`config.mk`:
```
export PLATFORM = sky130hd
export DESIGN_NAME = pc_gen_unit
export DESIGN_NICKNAME = d
export VERILOG_FILES = /design/src/rtl/pc_gen_unit_pkg.sv /design/src/rtl/pc_gen_unit_add_n.sv /design/src/rtl/pc_gen_unit.sv
export SDC_FILE = /design/constraint.sdc
export NUM_CORES = 1
export LEC_CHECK = 0
export BUFFER_PORTS_ARGS = -buffer_cell sky130_fd_sc_hd__buf_4
export CAP_MARGIN = 10
export CORE_MARGIN = 4
export CORE_UTILIZATION = 51
export DETAILED_ROUTE_END_ITERATION = 7
export PLACE_DENSITY = 0.79
export SYNTH_ARGS = -nofsm -noshare
export SYNTH_HDL_FRONTEND = slang
export SYNTH_HIERARCHICAL = 1
export SYNTH_SLANG_ARGS = --single-unit
export TNS_END_PERCENT = 10
```
`constraint.sdc`:
```
create_clock -name clk -period 8.4 [get_ports clk]
set_clock_uncertainty 0.2 [all_clocks]
set_input_delay 0.42 -clock clk [delete_from_list [all_inputs] [get_ports clk]]
set_output_delay 0.42 -clock clk [all_outputs]
set_load 0.01 [all_outputs]
```
`src/rtl/pc_gen_unit_pkg.sv`:
```
// Shared definitions for the program-counter generator: default geometry,
// reset/trap vectors and the FSM state encoding.
// Imported by pc_gen_unit; pc_add_n is fully width-generic and needs none of it.
package pc_gen_unit_pkg;

  // Default PC geometry: 16-bit addresses, 16-bit instructions.
  localparam int PC_XLEN       = 16;
  localparam int PC_INC        = 2;
  localparam int PC_ALIGN_BITS = 1;

  // Default vectors, sized for the default width; the top resizes them.
  localparam logic [PC_XLEN-1:0] PC_RESET_VEC = 16'h0000;
  localparam logic [PC_XLEN-1:0] PC_TRAP_VEC  = 16'h0004;

  // Control state of the PC unit.
  typedef enum logic [1:0] {
    ST_BOOT = 2'd0,  // first cycle after reset release, no fetch yet
    ST_RUN  = 2'd1,  // normal fetching
    ST_TRAP = 2'd2   // misaligned redirect captured, waiting for trap_clr
  } pc_state_e;

endpackage

```
`src/rtl/pc_gen_unit_add_n.sv`:
```
// Purpose: W-bit combinational ripple-carry adder (a + b + cin), carry-out dropped.
// Latency: purely combinational, zero cycles.
// Backpressure: none, no flow control.
module pc_add_n #(
  parameter int W = 16
) (
  input  logic [W-1:0] a,
  input  logic [W-1:0] b,
  input  logic         cin,
  output logic [W-1:0] sum
);

  // carry[i] is the carry into bit i; the carry out of the MSB is never built,
  // which gives modulo-2^W arithmetic for free.
  logic [W-1:0] carry;

  assign carry[0] = cin;

  for (genvar i = 0; i < W; i++) begin : g_bit
    // One full adder per bit.
    assign sum[i] = a[i] ^ b[i] ^ carry[i];
    if (i < W - 1) begin : g_carry
      assign carry[i+1] = (a[i] & b[i]) | (carry[i] & (a[i] ^ b[i]));
    end
  end

endmodule

```
`src/rtl/pc_gen_unit.sv`:
```
// Purpose: PC register with sequential increment, relative/absolute redirect and alignment trap.
// Latency: one cycle from an accepted fetch or redirect to the new pc_out.
// Backpressure: pc_out holds while fetch_valid & !fetch_ready or stall; a redirect overrides both.
module pc_gen_unit
  import pc_gen_unit_pkg::*;
#(
  parameter int              XLEN       = PC_XLEN,
  parameter int              INC        = PC_INC,
  parameter int              ALIGN_BITS = PC_ALIGN_BITS,
  parameter logic [XLEN-1:0] RESET_VEC  = XLEN'(PC_RESET_VEC),
  parameter logic [XLEN-1:0] TRAP_VEC   = XLEN'(PC_TRAP_VEC)
) (
  input  logic            clk,
  input  logic            rst_n,
  input  logic            stall,
  input  logic            redirect_valid,
  input  logic            redirect_abs,
  input  logic [XLEN-1:0] redirect_base,
  input  logic [XLEN-1:0] redirect_off,
  input  logic            fetch_ready,
  input  logic            trap_clr,
  output logic [XLEN-1:0] pc_out,
  output logic [XLEN-1:0] pc_plus_inc,
  output logic            fetch_valid,
  output logic            misalign_err,
  output logic [XLEN-1:0] trap_addr
);

  // Low target bits that must be clear; ALIGN_BITS = 0 yields an all-zero mask,
  // which disables the check without a separate code path.
  localparam logic [XLEN-1:0] ALIGN_MASK = XLEN'((64'd1 << ALIGN_BITS) - 64'd1);
  localparam logic [XLEN-1:0] INC_VAL    = XLEN'(INC);

  pc_state_e       state_q;
  pc_state_e       state_d;
  logic [XLEN-1:0] pc_q;
  logic [XLEN-1:0] pc_d;
  logic [XLEN-1:0] trap_addr_q;
  logic [XLEN-1:0] trap_addr_d;
  logic            fetch_valid_q;
  logic            misalign_err_q;

  logic [XLEN-1:0] target_base;
  logic [XLEN-1:0] target;
  logic            target_misaligned;
  logic            fetch_accept;

  // Sequential link value: pc_out + INC.
  pc_add_n #(
    .W(XLEN)
  ) u_inc_add (
    .a  (pc_q),
    .b  (INC_VAL),
    .cin(1'b0),
    .sum(pc_plus_inc)
  );

  // Redirect target: PC-relative or base-relative (JALR-style).
  assign target_base = redirect_abs ? redirect_base : pc_q;

  pc_add_n #(
    .W(XLEN)
  ) u_target_add (
    .a  (target_base),
    .b  (redirect_off),
    .cin(1'b0),
    .sum(target)
  );

  assign target_misaligned = |(target & ALIGN_MASK);
  assign fetch_accept      = fetch_valid_q & fetch_ready & ~stall;

  // Next-state and next-PC selection; redirect beats stall and the handshake.
  always_comb begin
    state_d     = state_q;
    pc_d        = pc_q;
    trap_addr_d = trap_addr_q;
    case (state_q)
      ST_BOOT: begin
        state_d = ST_RUN;
      end
      ST_RUN: begin
        if (redirect_valid) begin
          if (target_misaligned) begin
            trap_addr_d = target;
            state_d     = ST_TRAP;
          end else begin
            pc_d = target;
          end
        end else if (fetch_accept) begin
          pc_d = pc_plus_inc;
        end
      end
      ST_TRAP: begin
        if (trap_clr) begin
          pc_d    = TRAP_VEC;
          state_d = ST_RUN;
        end
      end
      default: begin
        state_d = ST_BOOT;
      end
    endcase
  end

  // State, PC and registered status outputs; reset aborts anything in flight.
  always_ff @(posedge clk or negedge rst_n) begin
    if (!rst_n) begin
      state_q        <= ST_BOOT;
      pc_q           <= RESET_VEC;
      trap_addr_q    <= '0;
      fetch_valid_q  <= 1'b0;
      misalign_err_q <= 1'b0;
    end else begin
      state_q        <= state_d;
      pc_q           <= pc_d;
      trap_addr_q    <= trap_addr_d;
      fetch_valid_q  <= (state_d == ST_RUN);
      misalign_err_q <= (state_d == ST_TRAP);
    end
  end

  assign pc_out       = pc_q;
  assign fetch_valid  = fetch_valid_q;
  assign misalign_err = misalign_err_q;
  assign trap_addr    = trap_addr_q;

endmodule
```
==> results of run 1 <==
==> worst max-delay path, delay by kind of cell (launching register included) <==
family,cells,cell delay (ns)
adders and majority gates,15,5.71
muxes,3,0.73
DFF,1,0.42
xor gates and xnor gates,1,0.21
buffers and inverters,2,0.14
and+or+nand+nor,1,0.06
==> cells by family (layout without fill, tap and decap cells) <==
| kind of cell | after synthesis | count (layout) |
|---|---|---|
| other cells | 2 | 18 |
| flops | 36 | 36 |
| compound gates | 8 | 8 |
| mux | 61 | 61 |
| xor+xnor | 2 | 2 |
| fa+ha+maj | 30 | 30 |
| buf+inv | 20 | 110 |
| simple gates | 23 | 23 |
==> flip-flops by register name, indices dropped and copies added, names as in the netlist <==
name / flops
pc_out: 16
trap_addr: 16
state_q: 2
fetch_valid: 1
misalign_err: 1
==> Yosys cell counts (2+ instances only) <==
cell	instances
dfrtp_1	36
xor3_1	2
buf_6	2
mux2_2	36
conb_1	2
o21ai_0	2
or2_2	2
inv_1	12
mux2i_1	15
nor3b_1	2
a21oi_1	2
buf_2	4
mux2_4	10
fa_1	30
nor2_1	14
==> through the flow <==
stage / std cells / hold WS [ns]
final: 355 / 0.153
after global routing: 355 / 0.159
after CTS: 355 / 0.152
after detailed placement: 346 / 0.212
after global placement: 346 / 0.210
after floorplan: 198 / -0.0756
==> how the worst max path moves through the flow <==
stage | start | endpoint
floorplan | redirect_abs | pc_out[15]
global placement | redirect_abs | pc_out[15]
detailed placement | redirect_abs | pc_out[15]
CTS | pc_out[0] | pc_out[15]
global route | pc_out[0] | pc_out[15]
finish | pc_out[0] | pc_out[15]
==> cell usage in the layout (no fill, tap or decap), drive strengths merged, types with 2 or more instances in the layout <==
cell    count
mux2i      15
clkbuf      6
nor3b       2
a21oi       3
xor3        2
buf        89
clkinv      2
nor2       14
conb       18
nand2       2
dfrtp      36
or2         2
o21ai       3
inv        12
fa         30
mux2       46
==> final cells by class <==
cell class	instances	area share
flip-flops and latches	36	0.264
clock buffers	6	0.0242
multi-input cells	142	0.472
well taps	67	0.0246
clock inverters	2	0.00293
inverters	12	0.0132
repair buffers	90	0.199
==> power by group <==
| part | switching (W) | leakage [nW] | total, W | internal (W) |
|---|---|---|---|---|
| Combinational | 0.000396 | 1.21 | 0.000911 | 0.000515 |
| Clock | 0.0000659 | 0.0510 | 0.000131 | 0.0000655 |
| Sequential | 0.0000818 | 0.423 | 0.000344 | 0.000262 |
| Total | 0.000544 | 1.68 | 0.00139 | 0.000842 |
==> layer usage <==
layer,vias to the layer above,share of wire
met5,-,0
met4,0,0.015
met3,6,0.054
met2,53,0.52
met1,880,0.41
li1,802,-
==> repair_timing <==
| action | CTS | global route |
|---|---|---|
| resized for setup | 0 | 0 |
| endpoints found under the hold margin | 36 | 0 |
| hold buffers | 1 | 0 |
==> metrics.yaml, run 1 <==
holdPathStages: 2
dr_total_vias: 1741
slew_headroom: 0.452
fin_nets: 356
synthMuxAreaShare: 0.275
dr.first_iter.drc_count: 29
tightestPinTransition_ns: 0.818
cts_buffer_depth: 2
drtPass1Iterations: 4
numCtsBuffers: 5
gp_congestion: 0.801
ys_seq_elements: 36
final_hold_viol_count: 0
whs_endpoint: "state_q[1]"
slowest_delay_ns: 0.42
critPathLaunchType: "flip-flop"
ys_top_cells_by_area: "dfrtp_1 35%, fa_1 23%, mux2_2 16%"
wl_um: 5710
rows: 25
grt_antenna_before_repair: 0
diodes: 0
ys_types: 26
pre_cts_slack_ns: 0.710
die_w_um: 78.9
clkSlewWorstSetupHoldPaths_ns: 0.08
synth_top_family_by_area: "multiplexers"
synth_top_flop_cell: "dfrtp_1"
synth-xor-area-share: 0.0186
synthArstFlopShare: 1.00
r2r_slack_ns: 0.84
power_w: 0.00139
max_freq_mhz: 132
drv_slew: 0
status: "completed"
io_pins: 89
grt_max_degree: 37
cts.htree.levels: 2
worstPathCellList: "mux2_2 -> fa_1 -> inv_1 -> fa_1 -> inv_1 -> fa_1 -> fa_1 -> fa_1 -> fa_1 -> fa_1 -> fa_1 -> fa_1 -> fa_1 -> fa_1 -> fa_1 -> fa_1 -> fa_1 -> fa_1 -> xor3_1 -> mux2i_1 -> nor2_1 -> mux2_4"
cts_setup_buffers: 0
hold_path.class: "in2reg"
ys_seq_area_frac: 0.352
fill_cells: 369
finalSetupTns_ns: 0
setup_viol: 0
synth_compound_area_frac: 0.0249
grt-ovfl-total: 0
drive_gt1_frac: 0.524
grt_pass1_vias: 1945
r2r_end: "pc_out[15]"
peakVddDrop_uv: 220
dieArea_um2: 6220
yosysWarnings: 6
endpoint_kind: "flip-flop"
leakagePower_nw: 1.68
fin_crit_sh: 0.900
synth-simple-area-share: 0.0488
yosys.area.top_type: "dfrtp_1"
timing.critical_path.mode_cell: "fa_1"
ff_latch_area_um2: 901
cts_root_buffer: "clkbuf_8"
cp_max_fo: 4
synth_edf_count: 0
slowest_stage: "dfrtp_1"
wl_per_cell_um: 16.1
met3_usage: 0.0442
initial_core_util: 0.535
core_um2: 4790
clock-sinks: 36
grt_use_total: 0.202
die_h_um: 78.9
area_growth_pct: 33.1
critPathKind: "reg2reg"
drc: 0
portBuffers: 88
yosysTopAreaCellShare: 0.352
syn_inst: 182
rsz0062_at_grt: "no"
r2r_start: "pc_out[0]"
r2r_cells: 22
crit_arrival_ns: 7.54
met2_usage: 0.346
multi_input_area_um2: 1610
via_per_inst: 4.90
dp_hpwl_um: 4340
cts_tree: "yes"
grtUsageMet1: 0.253
max_cap_violations: 0
clkLatencyLatePin_ns: 0.29
grt_pass1_wl_um: 9560
finalCriticalPeriod_ns: 7.56
busiest_layer: "met2"
final_area_um2: 3410
hold_start: "trap_clr"
fin_ws_ns: 0.842
power_density_nw_per_um2: 406
post-route-util: 0.713
ant_nets: 0
syn_area_per_cell_um2: 14.1
netlist_area_um2: 2560
required_ns: 8.38
placed_cell_area_um2: 3310
synthAdderAreaFrac: 0.234
Note: power is estimated with default switching activity, not from simulation.
==> run 2, diff against run 1 <==
CORE_UTILIZATION = 40   (was 51)
PLACE_DENSITY = 0.64   (was 0.79)
==> run 2 against run 1 <==
  * Worst hold slack improved by 0.015 ns
  * Wire length increased by 6.5%
  * Non-clock buffer count is the same
  * Cell count is 2.0% higher
  * Global-route usage fell by 2.9 points
  * First-iteration DRC count increased by 24%
  * Critical path depth did not move
  * Register-to-register slack improved by 0.05 ns
  * Largest power group unchanged
==> metrics.yaml, run 2 (synthesis results as in run 1) <==
ant_nets: 0  # unchanged
endpoint_kind: "flip-flop"
mostFrequentLayoutCell: "buf_4"
slowest_stage: "dfrtp_1"
slowest_delay_ns: 0.43  # about the same
drtPass1Iterations: 4  # unchanged
max_freq_mhz: 133  # +0.64%
clkLatencyLatePin_ns: 0.29  # about the same
critPathLaunchType: "flip-flop"
gp_congestion: 0.740  # -7.5%
final_hold_viol_count: 0  # unchanged
rows: 28  # +12%
cts_buffer_depth: 2  # unchanged
clock-sinks: 36  # unchanged
busiest_layer: "met2"
core_um2: 6060  # +27%
fin_nets: 356  # unchanged
cts_root_buffer: "clkbuf_8"
crit_arrival_ns: 7.48  # -0.06 ns
die_w_um: 88.0  # +12%
wl_um: 6080  # +6.5%
cts_tree: "yes"
met2_usage: 0.307  # -0.0395
dp_hpwl_um: 4710  # +8.6%
cp_max_fo: 4  # unchanged
cts_resized: 0  # unchanged
numCtsBuffers: 5  # unchanged
layout_common_cells: "89 x buf_4, 36 x mux2_2, 36 x dfrtp_1"
slew_headroom: 0.422  # -0.0295
dieArea_um2: 7750  # +25%
grtUsageMet1: 0.214  # -0.0396
timing.critical_path.mode_cell: "fa_1"
finalSetupTns_ns: 0  # unchanged
initial_core_util: 0.423  # -0.113
dr_total_vias: 1741  # unchanged
grt_antenna_before_repair: 0  # unchanged
worstPathCellList: "mux2_2 -> fa_1 -> inv_1 -> fa_1 -> inv_1 -> fa_1 -> fa_1 -> fa_1 -> fa_1 -> fa_1 -> fa_1 -> fa_1 -> fa_1 -> fa_1 -> fa_1 -> fa_1 -> fa_1 -> fa_1 -> xor3_1 -> mux2i_1 -> nor2_1 -> mux2_4"
met3_usage: 0.0357  # -0.00847
cts_setup_buffers: 0  # unchanged
grt-ovfl-total: 0  # unchanged
grt_use_total: 0.173  # -0.0289
tightestPinTransition_ns: 0.862  # +0.0440 ns
portBuffers: 88  # unchanged
die_h_um: 88.0  # +12%
fin_crit_sh: 0.894  # -0.00574
drc: 0  # unchanged
max_cap_violations: 0  # unchanged
drv_slew: 0  # unchanged
grt_pass1_wl_um: 10000  # +4.7%
crit_buf_inv: 2  # unchanged
diodes: 0  # unchanged
power_density_nw_per_um2: 406  # about the same
hold_ws_ns: 0.168  # +0.0148 ns
drive_gt1_frac: 0.523  # -0.00166
finalCriticalPeriod_ns: 7.51  # -0.0482 ns
area_growth_pct: 33.6
critPathKind: "reg2reg"
status: "completed"
setup_viol: 0  # unchanged
power_w: 0.00139  # +0.36%
grt_max_degree: 37  # unchanged
cts.htree.levels: 2  # unchanged
hold_path.class: "in2reg"
rsz0062_at_grt: "no"
holdBufCountCts: 1  # unchanged
via_per_inst: 4.81  # -1.9%
grt_pass1_vias: 1959  # +0.72%
io_pins: 89  # unchanged
peakVddDrop_uv: 205  # -6.9%
dr.first_iter.drc_count: 36  # +24%
leakagePower_nw: 1.68  # about the same
required_ns: 8.37  # about the same
wl_per_cell_um: 16.8  # +4.5%
crit_family: "adder cells"
clkSlewWorstSetupHoldPaths_ns: 0.07  # about the same
-- run 2: worst register-to-register path: stages (launching register included) --
cell and delay [ns]:
dfrtp_1 0.43, mux2_2 0.30, fa_1 0.42, inv_1 0.07, fa_1 0.15, inv_1 0.05, fa_1 0.37, fa_1 0.39
fa_1 0.39, fa_1 0.39, fa_1 0.39, fa_1 0.40, fa_1 0.39, fa_1 0.39, fa_1 0.40, fa_1 0.40
fa_1 0.40, fa_1 0.41, fa_1 0.38, xor3_1 0.20, mux2i_1 0.14, nor2_1 0.05, mux2_4 0.29
-- run 2: final cells by class --
cell class / count / area, um2
sequential: 36 / 901
inverter: 12 / 45.0
timing repair buffer: 90 / 678
fill: 564 / 2640
tap: 75 / 93.8
clock buffer: 7 / 96.3
multi-input combinational: 142 / 1610
-- run 2: path summary, 6_finish.rpt --
path,startpoint,slack (ns),to,cells after the start
setup / recovery,pc_out[0],0.89,pc_out[15],22
hold / removal,trap_clr,0.17,misalign_err,2
setup reg to reg,pc_out[0],0.89,pc_out[15],22
hold reg to reg,trap_addr[0],0.28,trap_addr[0],1
max in group asynchronous,rst_n,7.22,misalign_err,2
min in group asynchronous,rst_n,0.44,trap_addr[12],2
-- run 2: report_power, final --
group | internal, W | switching [W]
Clock | 0.0000731 | 0.0000600
Sequential | 0.000262 | 0.0000830
Combinational | 0.000516 | 0.000396
Total | 0.000851 | 0.000540
-- run 2: stage by stage --
step           setup WS [ns]  instance area [um2]  instances   util
2_1_floorplan          0.851                 2620        198      -
3_3_place_gp           0.796                 3320        354  0.547
4_1_cts                0.853                 3420        362  0.565
6_report               0.890                 3420        362  0.565
3_5_place_dp           0.706                 3320        354  0.547
5_1_grt                0.550                 3420        362  0.565
-- run 2: layer usage --
layer  routed length (um)  up-vias
li1                     -      799
met1                 2490      888
met2                 3210       47
met3                  319        7
met4                   68        0
met5                    0        -
